File: src/rtl/llsc_ctrl_if.sv
// Bus bundle for the LL/SC link controller.
// master: pipeline/memory side; drives flush, eret, LL/SC/snoop requests and mem_ack,
//         and observes mem_req, sc_done, sc_result, stall_req, LLbit_o, link_addr_o.
// slave:  the llsc_ctrl block itself.
interface llsc_ctrl_if;
    logic        flush;
    logic        flush_cause;
    logic        eret;
    logic        ll_valid;
    logic [31:0] ll_addr;
    logic        sc_valid;
    logic [31:0] sc_addr;
    logic        snoop_valid;
    logic [31:0] snoop_addr;
    logic        mem_ack;
    logic        mem_req;
    logic        sc_done;
    logic        sc_result;
    logic        stall_req;
    logic        LLbit_o;
    logic [31:0] link_addr_o;

    modport master (
        output flush, flush_cause, eret, ll_valid, ll_addr, sc_valid, sc_addr,
               snoop_valid, snoop_addr, mem_ack,
        input  mem_req, sc_done, sc_result, stall_req, LLbit_o, link_addr_o
    );

    modport slave (
        input  flush, flush_cause, eret, ll_valid, ll_addr, sc_valid, sc_addr,
               snoop_valid, snoop_addr, mem_ack,
        output mem_req, sc_done, sc_result, stall_req, LLbit_o, link_addr_o
    );
endinterface

File: src/rtl/llsc_ctrl.sv
// Load-linked / store-conditional link controller.
// Tracks one linked address (granule of 2**GRAN_BITS bytes), clears the link on
// exception flush, ERET, matching snoop or timeout, and sequences the SC memory write.
// Ports:
//   clk, rst  - clock and asynchronous active-high reset
//   bus       - llsc_ctrl_if.slave: flush/eret/LL/SC/snoop/mem_ack in;
//               mem_req, sc_done, sc_result, stall_req, LLbit_o, link_addr_o out
module llsc_ctrl #(
    parameter int unsigned LINK_TIMEOUT = 4096,
    parameter int unsigned GRAN_BITS    = 2
) (
    input logic        clk,
    input logic        rst,
    llsc_ctrl_if.slave bus
);
    localparam logic [1:0] ST_IDLE     = 2'd0;
    localparam logic [1:0] ST_LINKED   = 2'd1;
    localparam logic [1:0] ST_SC_WAIT  = 2'd2;
    localparam logic [1:0] ST_SC_DRAIN = 2'd3;

    localparam logic [31:0] GRAN_MASK = ~((32'd1 << GRAN_BITS) - 32'd1);
    localparam logic [15:0] CNT_LAST  = 16'(LINK_TIMEOUT - 1);

    logic [1:0]  state_q, state_d;
    logic [15:0] cnt_q, cnt_d;
    logic [31:0] link_addr_q, link_addr_d;
    logic        sc_done_q, sc_done_d;
    logic        sc_result_q, sc_result_d;

    logic exc_flush;
    logic snoop_hit;
    logic sc_hit;

    assign exc_flush = bus.flush & bus.flush_cause;
    // link_addr_q is always stored with the granule bits cleared.
    assign snoop_hit = bus.snoop_valid && ((bus.snoop_addr & GRAN_MASK) == link_addr_q);
    assign sc_hit    = ((bus.sc_addr & GRAN_MASK) == link_addr_q);

    always_comb begin
        state_d     = state_q;
        cnt_d       = cnt_q;
        link_addr_d = link_addr_q;
        sc_done_d   = 1'b0;
        sc_result_d = 1'b0;
        case (state_q)
            ST_IDLE, ST_LINKED: begin
                cnt_d = 16'd0;
                if (exc_flush || bus.eret) begin
                    state_d = ST_IDLE;
                end else if (state_q == ST_LINKED && snoop_hit) begin
                    state_d = ST_IDLE;
                end else if (bus.ll_valid) begin
                    state_d     = ST_LINKED;
                    link_addr_d = bus.ll_addr & GRAN_MASK;
                end else if (bus.sc_valid) begin
                    if (state_q == ST_LINKED && sc_hit) begin
                        state_d = ST_SC_WAIT;
                    end else begin
                        // Failed SC: report immediately, no memory write.
                        state_d   = ST_IDLE;
                        sc_done_d = 1'b1;
                    end
                end else if (state_q == ST_LINKED) begin
                    if (cnt_q >= CNT_LAST) begin
                        state_d = ST_IDLE;
                    end else begin
                        cnt_d = cnt_q + 16'd1;
                    end
                end
            end
            ST_SC_WAIT: begin
                if (exc_flush) begin
                    // The write cannot be retracted; wait for its ack silently.
                    state_d = bus.mem_ack ? ST_IDLE : ST_SC_DRAIN;
                end else if (bus.mem_ack) begin
                    state_d     = ST_IDLE;
                    sc_done_d   = 1'b1;
                    sc_result_d = 1'b1;
                end
            end
            default: begin
                if (bus.mem_ack) begin
                    state_d = ST_IDLE;
                end
            end
        endcase
    end

    always_ff @(posedge clk or posedge rst) begin
        if (rst) begin
            state_q     <= ST_IDLE;
            cnt_q       <= 16'd0;
            link_addr_q <= 32'd0;
            sc_done_q   <= 1'b0;
            sc_result_q <= 1'b0;
        end else begin
            state_q     <= state_d;
            cnt_q       <= cnt_d;
            link_addr_q <= link_addr_d;
            sc_done_q   <= sc_done_d;
            sc_result_q <= sc_result_d;
        end
    end

    assign bus.mem_req     = (state_q == ST_SC_WAIT) || (state_q == ST_SC_DRAIN);
    // While draining an aborted write, new LL/SC must wait for the bus to free up.
    assign bus.stall_req   = (state_q == ST_SC_WAIT) ||
                             ((state_q == ST_SC_DRAIN) && (bus.ll_valid || bus.sc_valid));
    assign bus.LLbit_o     = (state_q == ST_LINKED) || (state_q == ST_SC_WAIT);
    assign bus.link_addr_o = link_addr_q;
    assign bus.sc_done     = sc_done_q;
    assign bus.sc_result   = sc_result_q;
endmodule

File: src/flat_wrapper.sv
// flat-port wrapper written by rule: the top's interface ports become plain ports
module llsc_ctrl_flat 
#(
    parameter int unsigned LINK_TIMEOUT = 4096,
    parameter int unsigned GRAN_BITS    = 2
)
  (clk, rst, bus_flush, bus_flush_cause, bus_eret, bus_ll_valid, bus_ll_addr, bus_sc_valid, bus_sc_addr, bus_snoop_valid, bus_snoop_addr, bus_mem_ack, bus_mem_req, bus_sc_done, bus_sc_result, bus_stall_req, bus_LLbit_o, bus_link_addr_o);
  llsc_ctrl_if bus_i ();
  input logic clk;
  input logic rst;
  input wire logic [$bits(bus_i.flush)-1:0] bus_flush;
  input wire logic [$bits(bus_i.flush_cause)-1:0] bus_flush_cause;
  input wire logic [$bits(bus_i.eret)-1:0] bus_eret;
  input wire logic [$bits(bus_i.ll_valid)-1:0] bus_ll_valid;
  input wire logic [$bits(bus_i.ll_addr)-1:0] bus_ll_addr;
  input wire logic [$bits(bus_i.sc_valid)-1:0] bus_sc_valid;
  input wire logic [$bits(bus_i.sc_addr)-1:0] bus_sc_addr;
  input wire logic [$bits(bus_i.snoop_valid)-1:0] bus_snoop_valid;
  input wire logic [$bits(bus_i.snoop_addr)-1:0] bus_snoop_addr;
  input wire logic [$bits(bus_i.mem_ack)-1:0] bus_mem_ack;
  output wire logic [$bits(bus_i.mem_req)-1:0] bus_mem_req;
  output wire logic [$bits(bus_i.sc_done)-1:0] bus_sc_done;
  output wire logic [$bits(bus_i.sc_result)-1:0] bus_sc_result;
  output wire logic [$bits(bus_i.stall_req)-1:0] bus_stall_req;
  output wire logic [$bits(bus_i.LLbit_o)-1:0] bus_LLbit_o;
  output wire logic [$bits(bus_i.link_addr_o)-1:0] bus_link_addr_o;
  assign bus_i.flush = bus_flush;
  assign bus_i.flush_cause = bus_flush_cause;
  assign bus_i.eret = bus_eret;
  assign bus_i.ll_valid = bus_ll_valid;
  assign bus_i.ll_addr = bus_ll_addr;
  assign bus_i.sc_valid = bus_sc_valid;
  assign bus_i.sc_addr = bus_sc_addr;
  assign bus_i.snoop_valid = bus_snoop_valid;
  assign bus_i.snoop_addr = bus_snoop_addr;
  assign bus_i.mem_ack = bus_mem_ack;
  assign bus_mem_req = bus_i.mem_req;
  assign bus_sc_done = bus_i.sc_done;
  assign bus_sc_result = bus_i.sc_result;
  assign bus_stall_req = bus_i.stall_req;
  assign bus_LLbit_o = bus_i.LLbit_o;
  assign bus_link_addr_o = bus_i.link_addr_o;
  llsc_ctrl #(.LINK_TIMEOUT(LINK_TIMEOUT), .GRAN_BITS(GRAN_BITS)) u_core (.clk(clk), .rst(rst), .bus(bus_i));
endmodule
File: config.mk
export PLATFORM = sky130hd
export DESIGN_NAME = llsc_ctrl_flat
export DESIGN_NICKNAME = d
export VERILOG_FILES = /design/src/rtl/llsc_ctrl_if.sv /design/src/rtl/llsc_ctrl.sv /design/src/flat_wrapper.sv
export SDC_FILE = /design/constraint.sdc
export NUM_CORES = 1
export LEC_CHECK = 0
export BUFFER_PORTS_ARGS = -buffer_cell sky130_fd_sc_hd__buf_4
export CORE_MARGIN = 2
export CORE_UTILIZATION = 42
export DETAILED_ROUTE_END_ITERATION = 10
export GPL_ROUTABILITY_DRIVEN = 0
export PLACE_DENSITY_LB_ADDON = 0.1
export SLEW_MARGIN = 20
export SYNTH_ARGS = -nofsm -noshare
export SYNTH_HDL_FRONTEND = slang
export SYNTH_SLANG_ARGS = --single-unit
File: constraint.sdc
create_clock -name clk -period 2.1 [get_ports clk]
set_clock_uncertainty 0.15 [all_clocks]
set_input_delay 0.42 -clock clk [delete_from_list [all_inputs] [get_ports clk]]
set_output_delay 0.42 -clock clk [all_outputs]
set_load 0.1 [all_outputs]
=== Word level (Yosys, flattened, before mapping) ===
Index checks and enable logic that the tools add are counted.

* $add $sub $neg: 1
* Order comparisons: 1
* Equality and inequality tests: 7
* Muxes and demuxes: 26
* Bitwise logic cells: 3
* Reduce and logical (&&, ||, !) cells: 13

{| class="wikitable"
|+ Operator list
! kind !! number
|-
| $mux 16 || 6
|-
| $eq 30x30->1 || 2
|-
| $mux 2 || 10
|-
| $add 16x1->16 const B || 1
|-
| $ge 16x12->1 const B || 1
|-
| $ne 6x3->1 const B || 2
|-
| $mux 1 || 8
|-
| $logic_or 1x1->1 || 5
|-
| $eq 2x2->1 const B || 2
|-
| $logic_and 1x1->1 || 4
|-
| $pmux 2 s2 || 1
|-
| $reduce_and 4->1 || 1
|-
| $eq 2x1->1 const B || 1
|-
| $logic_not 2->1 || 1
|-
| $not 1->1 || 2
|-
| $pmux 1 s2 || 1
|-
| $reduce_and 2->1 || 1
|-
| $reduce_or 2->1 || 1
|-
| $and 1x1->1 || 1
|}

* Register bits after elaboration: 50
* Bits of input ports: 105

=== Logic depth before layout (Yosys ltp) ===
Gate-level depths: netlist of the first run.

* Word-level depth: 8
* Mapped depth: 8
* Gate-level depth less buffers: 7

=== Least setup slack after synthesis of the first run ===
Ideal clock, no wire load.

* Kind: reg-to-reg
* Start: reg u_core.link_addr_q[4], in the netlist u_core.bus.link_addr_o[4]
* End: reg u_core.link_addr_q[20], in the netlist u_core.bus.link_addr_o[20]
* Library setup time: 0.126 ns
* Arrival: 2.297 ns
* Slack: -0.473 ns
* Stages on the path, launching flop included: 7
* Period minus slack after synthesis: 2.573 ns
* Cells stage by stage: dfrtp_1 > xor2_1 > nor4_1 > nand4_1 > o21ai_2 > buf_6 > mux2_2

* Word-level cells in the longest chain between the ends: 5

{| class="wikitable"
|+ RTL lines
! item !! line !! RTL
|-
| from (decl) || llsc_ctrl.sv:26 || <nowiki>logic [31:0] link_addr_q, link_addr_d;</nowiki>
|-
| from (signal assigned) || llsc_ctrl.sv:99 || <nowiki>link_addr_q <= link_addr_d;</nowiki>
|-
| $eq 30x30->1 || llsc_ctrl.sv:36 || <nowiki>assign snoop_hit = bus.snoop_valid && ((bus.snoop_addr & GRAN_MASK) == link_addr_q);</nowiki>
|-
| $logic_and 1x1->1 || llsc_ctrl.sv:36 ||
|-
| $logic_and 1x1->1 || llsc_ctrl.sv:50 || <nowiki>end else if (state_q == ST_LINKED && snoop_hit) begin</nowiki>
|-
| $not 1->1 (no source line) || n/a ||
|-
| $reduce_and 4->1 (no source line) || n/a ||
|}

Every way passes these cells.
A chain may end at the register's enable or synchronous reset.

=== Worst setup path after layout of the first run ===
* Start: reg u_core.link_addr_q[18], in the netlist u_core.bus.link_addr_o[18]
* End: reg u_core.link_addr_q[3], in the netlist u_core.bus.link_addr_o[3]

Same word-level chain as after synthesis.

==> flow_summary.yaml, run 1 <==
finish:
  synthToLayoutAreaGrowth_pct: 68.6
  fin_nets: 599
  n_antenna_cell: 0
  drive_gt1_share_pct: 60.3
sta:
  fin_ws_ns: -0.179
  fmax_mhz: 439
  hold_viol_final: 0
  finalSetupViolCount: 31
  fin_crit_sh_pct: 109
  fin_setup_tns_ns: -4.15
  rsz0062_at_grt: "yes"
  slew_violations: 0
  finalCriticalPeriod_ns: 2.28
floorplanning:
  coreArea_um2: 6870
  dieArea_um2: 7900
  rows: 30
  die_height_um: 88.9
  io_pins: 142
  start_util_pct: 44.1
  dieWidth_um: 88.9
hold_path:
  holdPathStages: 2
  hold-path-endpoint: "u_core.bus.link_addr_o[8]"
  hold_class: "in2reg"
  min_from: "bus_ll_addr[8]"
global_routing:
  grt_first_pass_wirelength_um: 14400
  antenna_found_initial: 0
  gr-total-overflow: 0
  grtUsageTotal_pct: 24.1
  grt_max_degree: 27
  grt_pass1_vias: 2997
critical_path:
  r2r_slack_ns: -0.18
  cp_max_fo: 5
  path_buf_inv: 2
  cp-end-kind: "register"
  crit_slowest_cell: "dfrtp_2"
  required_ns: 2.15
  crit_type: "reg2reg"
  r2r_start: "u_core.bus.link_addr_o[18]"
  cpPeakStageDelay_ns: 0.45
  crit_family: "simple AND/OR/NAND/NOR gates"
  startpoint_type: "register"
  crit_path_cell_trace: "xor2_1 > nor4_2 > nand4_1 > o21ai_4 > buf_12 > clkbuf_16 > mux2_2"
  r2r_cells: 7
  cp_data_arrival_time_ns: 2.33
  r2r-end: "u_core.bus.link_addr_o[3]"
power_and_ir_drop:
  leakagePower_nw: 2.36
  p_seq_share_pct: 28.8
  pwr-share-clk_pct: 16.0
  p_switching_w: 0.00199
  powerDensity_nw_per_um2: 851
  internal_power_w: 0.00235
  power.total_w: 0.00435
  combPwrFrac_pct: 55.2
  netSwitchingFraction_pct: 45.8
  ir_drop_mv: 0.746
cts:
  htree_levels: 2
  cts.sinks: 50
  tritoncts: "built"
  numCtsBuffers: 5
  clockBufferDepth: 2
  clk_latency_ns: 0.31
  clockRootBuffer: "clkbuf_8"
  cts.clk_slew.worst_paths_ns: 0.09
routing:
  dr_total_vias: 2922
  remaining_drc_errors: 0
  routed_wl_um: 9460
  drt_iter0_markers: 140
  antenna_left: 0
  firstDrtPassIters: 4
  vias_per_cell: 4.99
  wl_per_cell_um: 16.2
run_status:
  outcome: "finished, violations left"
  violations: "negative setup slack"
logic_synthesis:
  synth-main-ff-cell: "dfrtp_1"
  synth.most_common_cell: "dfrtp_1"
  yosysTopAreaCell: "dfrtp_1"
  syn_inst: 293
  synth_area_leaders: "dfrtp_1, mux2_2, xor2_1"
  syn_area_per_cell_um2: 10.3
  synth_top_area_share_pct: 41.3
  ys_seq_elements: 50
  synthArstFlopShare_pct: 100
  netlist_top_cells_count: "dfrtp_1, nand2_1, xor2_1, xnor2_1, mux2_2"
  ys_warn_count: 0
  synth_area_um2: 3030
  seq_area_frac_synth_pct: 41.3
  synth_cell_type_count: 36
  synth_edf_count: 0
placed_design:
  place_ws_ns: -0.212
  dpl.hpwl_um: 7280
  portBuffers: 133
job:
  cap_violations: 0
-- stage by stage --
step	util [%]	hold slack, ns	std cells	instance area [um^2]
CTS	71.4	0.171	580	4900
detailed placement	66.6	0.253	567	4580
floorplan	-	0.304	294	3100
finish	74.3	0.187	585	5110
global placement	66.6	0.251	567	4580
global route	74.3	0.178	585	5110
-- layer usage --
metal	GRT usage, %	vias up	part of all wire, %
met5	0	-	0
met2	41.5	113	48
li1	-	1418	-
met3	4.89	16	7.1
met4	7.71	0	1.8
met1	30.4	1375	43
-- logic make-up after synthesis --
| group | count (synthesis) | share of synthesized area, % |
|---|---|---|
| adders and majority gates | 6 | 2.48 |
| buffers and inverters | 16 | 3.02 |
| other | 1 | 0.124 |
| xor gates and xnor gates | 62 | 17.9 |
| DFF | 50 | 41.3 |
| muxes | 30 | 11.2 |
| AOI/OAI and AO/OA | 27 | 6.57 |
| and+or+nand+nor | 101 | 17.4 |
-- power by group through the flow --
stage | clock network (W) | logic [W] | registers, W
after floorplan | 0 | 0.000489 | 0.00226
after global placement | 0 | 0.00223 | 0.00125
after detailed placement | 0 | 0.00225 | 0.00126
after CTS | 0.000707 | 0.00234 | 0.00125
after global routing | 0.000736 | 0.00250 | 0.00127
final | 0.000694 | 0.00240 | 0.00125
-- repair_timing --
item,in CTS,in global routing
gates resized for setup,27,30
setup endpoints to repair,41,47
setup buffers,2,4
hold endpoints to repair,12,0
cloned,2,1
pin swaps,16,9
hold buffers,1,0
-- layout make-up --
type                            instances  area, um^2
Clock buffer                            6        72.6
Clock inverter                          2        37.5
Fill cell                             502        1760
Inverter                                7        26.3
Multi-Input combinational cell        228        1930
Sequential cell                        50        1310
Tap cell                               96         120
Timing Repair Buffer                  196        1610
-- layout by cell type (no fill, tap or decap), types with 3 or more instances in the layout --
cell        n
o221ai_2    7
buf_6       3
dfrtp_1    20
xor2_1     24
clkbuf_8    5
xor2_2      8
dfrtp_4    10
inv_1       5
mux2_2     16
nor4_1     12
and2_1      9
o21a_1      3
nor2_1      9
o21ai_0     6
dfrtp_2    20
nor3_1      4
buf_12      5
nand3_1     3
mux2_4     14
nand4_1    14
nor4_2      6
ha_1        3
buf_4     184
xnor2_1    30
nand2_1    33
-- registers in the layout, summed over array words and instances, names as in the netlist --
name and flops:
u_core.state_q 2, u_core.cnt_q 16, u_core.bus.link_addr_o 30, u_core.bus.sc_done 1, u_core.bus.sc_result 1
-- worst register-to-register path, cell delays in order, from the launching register on --
cell,delay (ns)
dfrtp_2,0.45
xor2_1,0.21
nor4_2,0.30
nand4_1,0.20
o21ai_4,0.23
buf_12,0.16
clkbuf_16,0.16
mux2_2,0.33
-- how the worst max path moves through the flow --
stage / to / depth (start not counted) / start / slack, ns
after floorplan: u_core.bus.link_addr_o[20] / 6 / u_core.bus.link_addr_o[7] / -0.15
after CTS: u_core.bus.link_addr_o[21] / 7 / u_core.bus.link_addr_o[5] / -0.14
after global routing: u_core.bus.link_addr_o[28] / 9 / u_core.state_q[1] / -0.26
after detailed placement: u_core.bus.link_addr_o[15] / 7 / bus_snoop_addr[24] / -0.21
after global placement: u_core.bus.link_addr_o[12] / 7 / bus_snoop_addr[7] / -0.16
final: u_core.bus.link_addr_o[3] / 7 / u_core.bus.link_addr_o[18] / -0.18
No activity file was read; power rests on OpenSTA's default activity.
==> run 2, diff against run 1 <==
--- a/config.mk
+++ b/config.mk
@@ -11,7 +11,7 @@
 export DETAILED_ROUTE_END_ITERATION = 10
 export GPL_ROUTABILITY_DRIVEN = 0
 export PLACE_DENSITY_LB_ADDON = 0.1
-export SLEW_MARGIN = 20
 export SYNTH_ARGS = -nofsm -noshare
 export SYNTH_HDL_FRONTEND = slang
 export SYNTH_SLANG_ARGS = --single-unit
+export TNS_END_PERCENT = 1
==> run 2 against run 1 <==
Against the previous run: the flow finishes with violations (negative hold slack, negative setup slack); wire length up 4.0%; first-iteration DRC count down 9.3%; via count up 1.8%; final cell count down 0.34%; design area about the same; register-to-register slack better by 0.02 ns; sequential power about the same; combinational power about the same; worst setup slack better by 0.017 ns; power up 4.8%; die area unchanged; critical path type unchanged; largest power group unchanged.
==> flow_summary.yaml, run 2 (synthesis gave the netlist of run 1 again) <==
cts:
  cts.clk_slew.worst_paths_ns: 0.10
  htree_levels: 2
  cts.sinks: 50
  clk_latency_ns: 0.31
  clockRootBuffer: "clkbuf_8"
  numCtsBuffers: 5
  clockBufferDepth: 2
  tritoncts: "built"
global_routing:
  busiest_layer: "met2"
  grt_max_degree: 51
  use_met1_pct: 30.7
  gr-total-overflow: 0
  grt.met3_usage_pct: 5.17
  grtUsageTotal_pct: 24.5
  grt_pass1_vias: 3014
  antenna_found_initial: 0
  grt_first_pass_wirelength_um: 14700
  grtUsageMet2_pct: 43.8
critical_path:
  cpPeakStageDelay_ns: 0.50
  cp_max_fo: 6
  required_ns: 2.14
  crit_type: "reg2reg"
  cp_data_arrival_time_ns: 2.30
  crit_path_cell_trace: "xor2_2 > nor4_2 > nand4_1 > o21ai_4 > buf_6 > buf_12 > mux2_4"
  crit_slowest_cell: "dfrtp_4"
  cp-end-kind: "register"
  startpoint_type: "register"
routing:
  antenna_left: 0
  routed_wl_um: 9840
  remaining_drc_errors: 0
  vias_per_cell: 5.10
  drt_iter0_markers: 127
  firstDrtPassIters: 4
  dr_total_vias: 2975
  wl_per_cell_um: 16.9
power_and_ir_drop:
  pwr-share-clk_pct: 18.7
  ir_drop_mv: 0.840
  combPwrFrac_pct: 53.5
  netSwitchingFraction_pct: 44.9
  powerDensity_nw_per_um2: 893
  internal_power_w: 0.00251
  p_seq_share_pct: 27.8
  leakagePower_nw: 2.38
  p_switching_w: 0.00204
finish:
  fin_nets: 597
  largest_reg_flops: 30
  final_area_um2: 5100
  n_antenna_cell: 0
  drive_gt1_share_pct: 58.9
  fin_cells: 583
  fin_util_pct: 74.3
  final_cell_mix: "buf_4, nand2_1, xnor2_1"
  synthToLayoutAreaGrowth_pct: 68.5
  layout_commonest_cell: "buf_4"
placed_design:
  post_dp_cell_area_um2: 4570
  place_ws_ns: -0.239
  dpl.hpwl_um: 7100
  portBuffers: 133
  post-place-cells: 566
sta:
  finalSetupViolCount: 44
  rsz0062_at_grt: "yes"
  hold_ws_ns: -0.00311
  finalCriticalPeriod_ns: 2.26
  hold_viol_final: 2
  slew_headroom_pct: 65.9
  fin_crit_sh_pct: 108
  fin_ws_ns: -0.162
  fmax_mhz: 442
  tightestPinTransition_ns: 0.505
  slew_violations: 0
job:
  cap_violations: 0
floorplanning:
  die_height_um: 88.9
  coreArea_um2: 6870
  rows: 30
  dieWidth_um: 88.9
  start_util_pct: 44.1
  io_pins: 142
  dieArea_um2: 7900
run_status:
  outcome: "finished, violations left"
  violations: "negative hold slack, negative setup slack"
hold_path:
  hold_class: "in2async"
## run 2: area by class of cell
cell class	count	area, um^2
repair buffers	194	1550
multi-input cells	228	1950
inverters	7	26.3
fillers	510	1770
clock buffers	6	82.6
clock inverters	2	60.1
well taps	96	120
flip-flops and latches	50	1310
## run 2: final timing paths
path | startpoint | endpoint | cells past startpoint | slack (ns)
min | rst | u_core.bus.link_addr_o[17] | 3 | -0.003
max | u_core.bus.link_addr_o[4] | u_core.bus.link_addr_o[21] | 7 | -0.16
max reg2reg | u_core.bus.link_addr_o[4] | u_core.bus.link_addr_o[21] | 7 | -0.16
min reg2reg | u_core.cnt_q[15] | u_core.cnt_q[15] | 1 | 0.35
min in group clk | bus_ll_addr[26] | u_core.bus.link_addr_o[26] | 2 | 0.17
max in group asynchronous | rst | u_core.bus.link_addr_o[5] | 3 | 1.54
## run 2: what timing repair did
action	4_1_cts	5_1_grt
gates cloned	2	0
resized for setup	41	22
pin swaps	14	9
hold buffers	0	0
endpoints found under the setup margin	34	48
buffers inserted	6	2
## run 2: power by group through the flow
stage / Clock, W / Combinational (W) / Sequential, W
floorplan: 0 / 0.000489 / 0.00226
global placement: 0 / 0.00221 / 0.00126
detailed placement: 0 / 0.00223 / 0.00127
CTS: 0.000856 / 0.00236 / 0.00126
global route: 0.000904 / 0.00252 / 0.00129
finish: 0.000852 / 0.00243 / 0.00127
## run 2: per-layer routing
layer  wire [um]  vias up
met5           0        -
met4          88        0
met3         673        9
met2        4910      109
met1        4160     1444
li1            -     1413
## run 2: metrics by stage
stage | hold slack (ns) | total power (W) | setup TNS (ns)
after floorplan | 0.304 | 0.00275 | -4.43
after global placement | 0.322 | 0.00347 | -4.39
after detailed placement | 0.322 | 0.00350 | -6.78
after CTS | 0.0125 | 0.00447 | -2.53
after global routing | 0.0209 | 0.00471 | -7.64
final | -0.00311 | 0.00455 | -4.43
## run 2: critical path: cells and delay by family, from the launching register on
kind,cells,cell delay (ns)
flip-flops,1,0.50
buffers and inverters,2,0.28
AND/OR/NAND/NOR,2,0.47
XOR/XNOR,1,0.18
AO/OA/AOI/OAI,1,0.25
multiplexers,1,0.30
==> run 3, diff against run 2 <==
--- a/config.mk
+++ b/config.mk
@@ -7,7 +7,7 @@
 export LEC_CHECK = 0
 export BUFFER_PORTS_ARGS = -buffer_cell sky130_fd_sc_hd__buf_4
 export CORE_MARGIN = 2
-export CORE_UTILIZATION = 42
+export CORE_UTILIZATION = 39
 export DETAILED_ROUTE_END_ITERATION = 10
 export GPL_ROUTABILITY_DRIVEN = 0
 export PLACE_DENSITY_LB_ADDON = 0.1
==> constraint.sdc (replaced) <==
create_clock -name clk -period 2.9 [get_ports clk]
set_clock_uncertainty 0.15 [all_clocks]
set_input_delay 0.58 -clock clk [delete_from_list [all_inputs] [get_ports clk]]
set_output_delay 0.58 -clock clk [all_outputs]
set_load 0.1 [all_outputs]
==> run 3 against run 2 <==
Against the previous run: hold slack improved by 0.16 ns; die area grew 7.3%; register-to-register slack improved by 0.58 ns; critical path depth grew 1; the run now ends clean; first-iteration DRC count down 41%; via count shrank 11%; critical endpoint is now u_core.bus.link_addr_o[20]; power shrank 38%; non-clock buffer count decreased by 53; flip-flop and latch count stayed put; sequential power down 27%; clock power decreased by 41%; largest power group unchanged; largest cell class unchanged; highest routed layer unchanged.
==> flow_summary.yaml, run 3 (synthesis gave the netlist of run 1 again) <==
critical_path:
  crit_path_cell_trace: "inv_1 > ha_1 > nand2_1 > nor4_1 > nand4_1 > o21ai_4 > buf_4 > mux2_2"
  required_ns: 2.94
  r2r_slack_ns: 0.42
  crit_slowest_cell: "dfrtp_1"
  cp_max_fo: 18
  startpoint_type: "register"
  r2r-end: "u_core.bus.link_addr_o[20]"
  r2r_start: "u_core.state_q[1]"
  crit_type: "reg2reg"
  cpPeakStageDelay_ns: 0.42
  cp_data_arrival_time_ns: 2.52
  r2r_cells: 8
  cp-end-kind: "register"
placed_design:
  portBuffers: 133
  dpl.hpwl_um: 6580
  post_dp_cell_area_um2: 4170
sta:
  rsz0062_at_grt: "no"
  fin_crit_sh_pct: 85.5
  slew_violations: 0
  tightestPinTransition_ns: 0.510
  fmax_mhz: 403
  fin_setup_tns_ns: 0
  hold_viol_final: 0
  slew_headroom_pct: 65.7
  finalCriticalPeriod_ns: 2.48
  finalSetupViolCount: 0
cts:
  cts.clk_slew.worst_paths_ns: 0.10
  cts_resized: 0
  cts_setup_buffers: 0
  hold_buffers: 0
  clk_latency_ns: 0.30
  htree_levels: 2
  numCtsBuffers: 5
  cts.sinks: 50
  clockRootBuffer: "clkbuf_8"
  tritoncts: "built"
  clockBufferDepth: 2
floorplanning:
  die_height_um: 92.1
  dieWidth_um: 92.1
  rows: 32
  dieArea_um2: 8480
  coreArea_um2: 7610
  io_pins: 142
  start_util_pct: 39.8
hold_path:
  hold_class: "in2async"
routing:
  drt_iter0_markers: 75
  routed_wl_um: 8310
  remaining_drc_errors: 0
  antenna_left: 0
  wl_per_cell_um: 15.5
  vias_per_cell: 4.96
  firstDrtPassIters: 4
  dr_total_vias: 2660
global_routing:
  gr-total-overflow: 0
  grtUsageTotal_pct: 20.4
  grt_pass1_vias: 2813
  antenna_found_initial: 0
  grt_first_pass_wirelength_um: 13600
  grt_max_degree: 51
finish:
  final.fill_count: 727
  final_area_um2: 4280
  fin_util_pct: 56.3
  fin_nets: 544
  layout_commonest_cell: "buf_4"
  regArea_um2: 1250
  multi_input_area_um2: 1700
  n_antenna_cell: 0
  synthToLayoutAreaGrowth_pct: 41.4
  final_cell_mix: "buf_4, dfrtp_1, nand2_1"
  drive_gt1_share_pct: 41.7
  largest_reg_flops: 30
power_and_ir_drop:
  ir_drop_mv: 0.543
  leakagePower_nw: 2.00
  power.total_w: 0.00282
  powerDensity_nw_per_um2: 659
job:
  cap_violations: 0
run_status:
  outcome: "finished clean"
[run 3: cell types whose count changed in the layout (fill, tap and decap cells not counted), moves of 9 or more]
cell and delta:
buf_4 -44, dfrtp_1 +30, dfrtp_2 -20, dfrtp_4 -10
mux2_2 +19, mux2_4 -20, nor4_1 +9, nor4_2 -9
[run 3: area by class of cell]
cell class / count / area share [%]
clock inverter: 3 / 0.935
multi-input combinational: 228 / 39.6
timing repair buffer: 141 / 25.0
tap: 102 / 2.98
clock buffer: 5 / 1.61
sequential: 50 / 29.2
inverter: 7 / 0.614
[run 3: worst max-delay path, delay by kind of cell, from the launching register on]
family / cells / cell delay, ns
flip-flops: 1 / 0.42
adder cells (fa/ha/maj): 1 / 0.27
AO/OA/AOI/OAI: 1 / 0.19
multiplexers: 1 / 0.37
AND/OR/NAND/NOR: 3 / 0.53
buffers and inverters: 2 / 0.43
[run 3: layer usage]
layer / vias up / share of wire, % / GRT usage [%]
li1: 1314 / - / -
met1: 1263 / 41 / 25.5
met2: 78 / 51 / 35.5
met3: 5 / 6.3 / 5.51
met4: 0 / 0.88 / 4.35
met5: - / 0 / 0
[run 3: worst max path at each step]
stage,start,cells after the start,slack [ns],end
finish,u_core.state_q[1],8,0.42,u_core.bus.link_addr_o[20]
global route,u_core.state_q[1],7,0.29,u_core.cnt_q[3]
CTS,u_core.state_q[1],8,0.40,u_core.bus.link_addr_o[20]
detailed placement,bus_snoop_addr[10],7,0.39,u_core.bus.link_addr_o[20]
global placement,bus_snoop_addr[10],7,0.41,u_core.bus.link_addr_o[18]
floorplan,u_core.bus.link_addr_o[4],6,0.33,u_core.bus.link_addr_o[20]
[run 3: stage by stage]
stage               setup WS [ns]  hold slack [ns]  std cells
finish                      0.421            0.161        536
global route                0.291            0.188        536
CTS                         0.400            0.171        536
detailed placement          0.386            0.323        528
global placement            0.414            0.323        528
floorplan                   0.327            0.304        294
[run 3: power breakdown]
group / switching (W) / internal [W] / total (W)
Clock: 0.000246 / 0.000255 / 0.000501
Combinational: 0.000979 / 0.000417 / 0.00140
Sequential: 0.000134 / 0.000791 / 0.000924
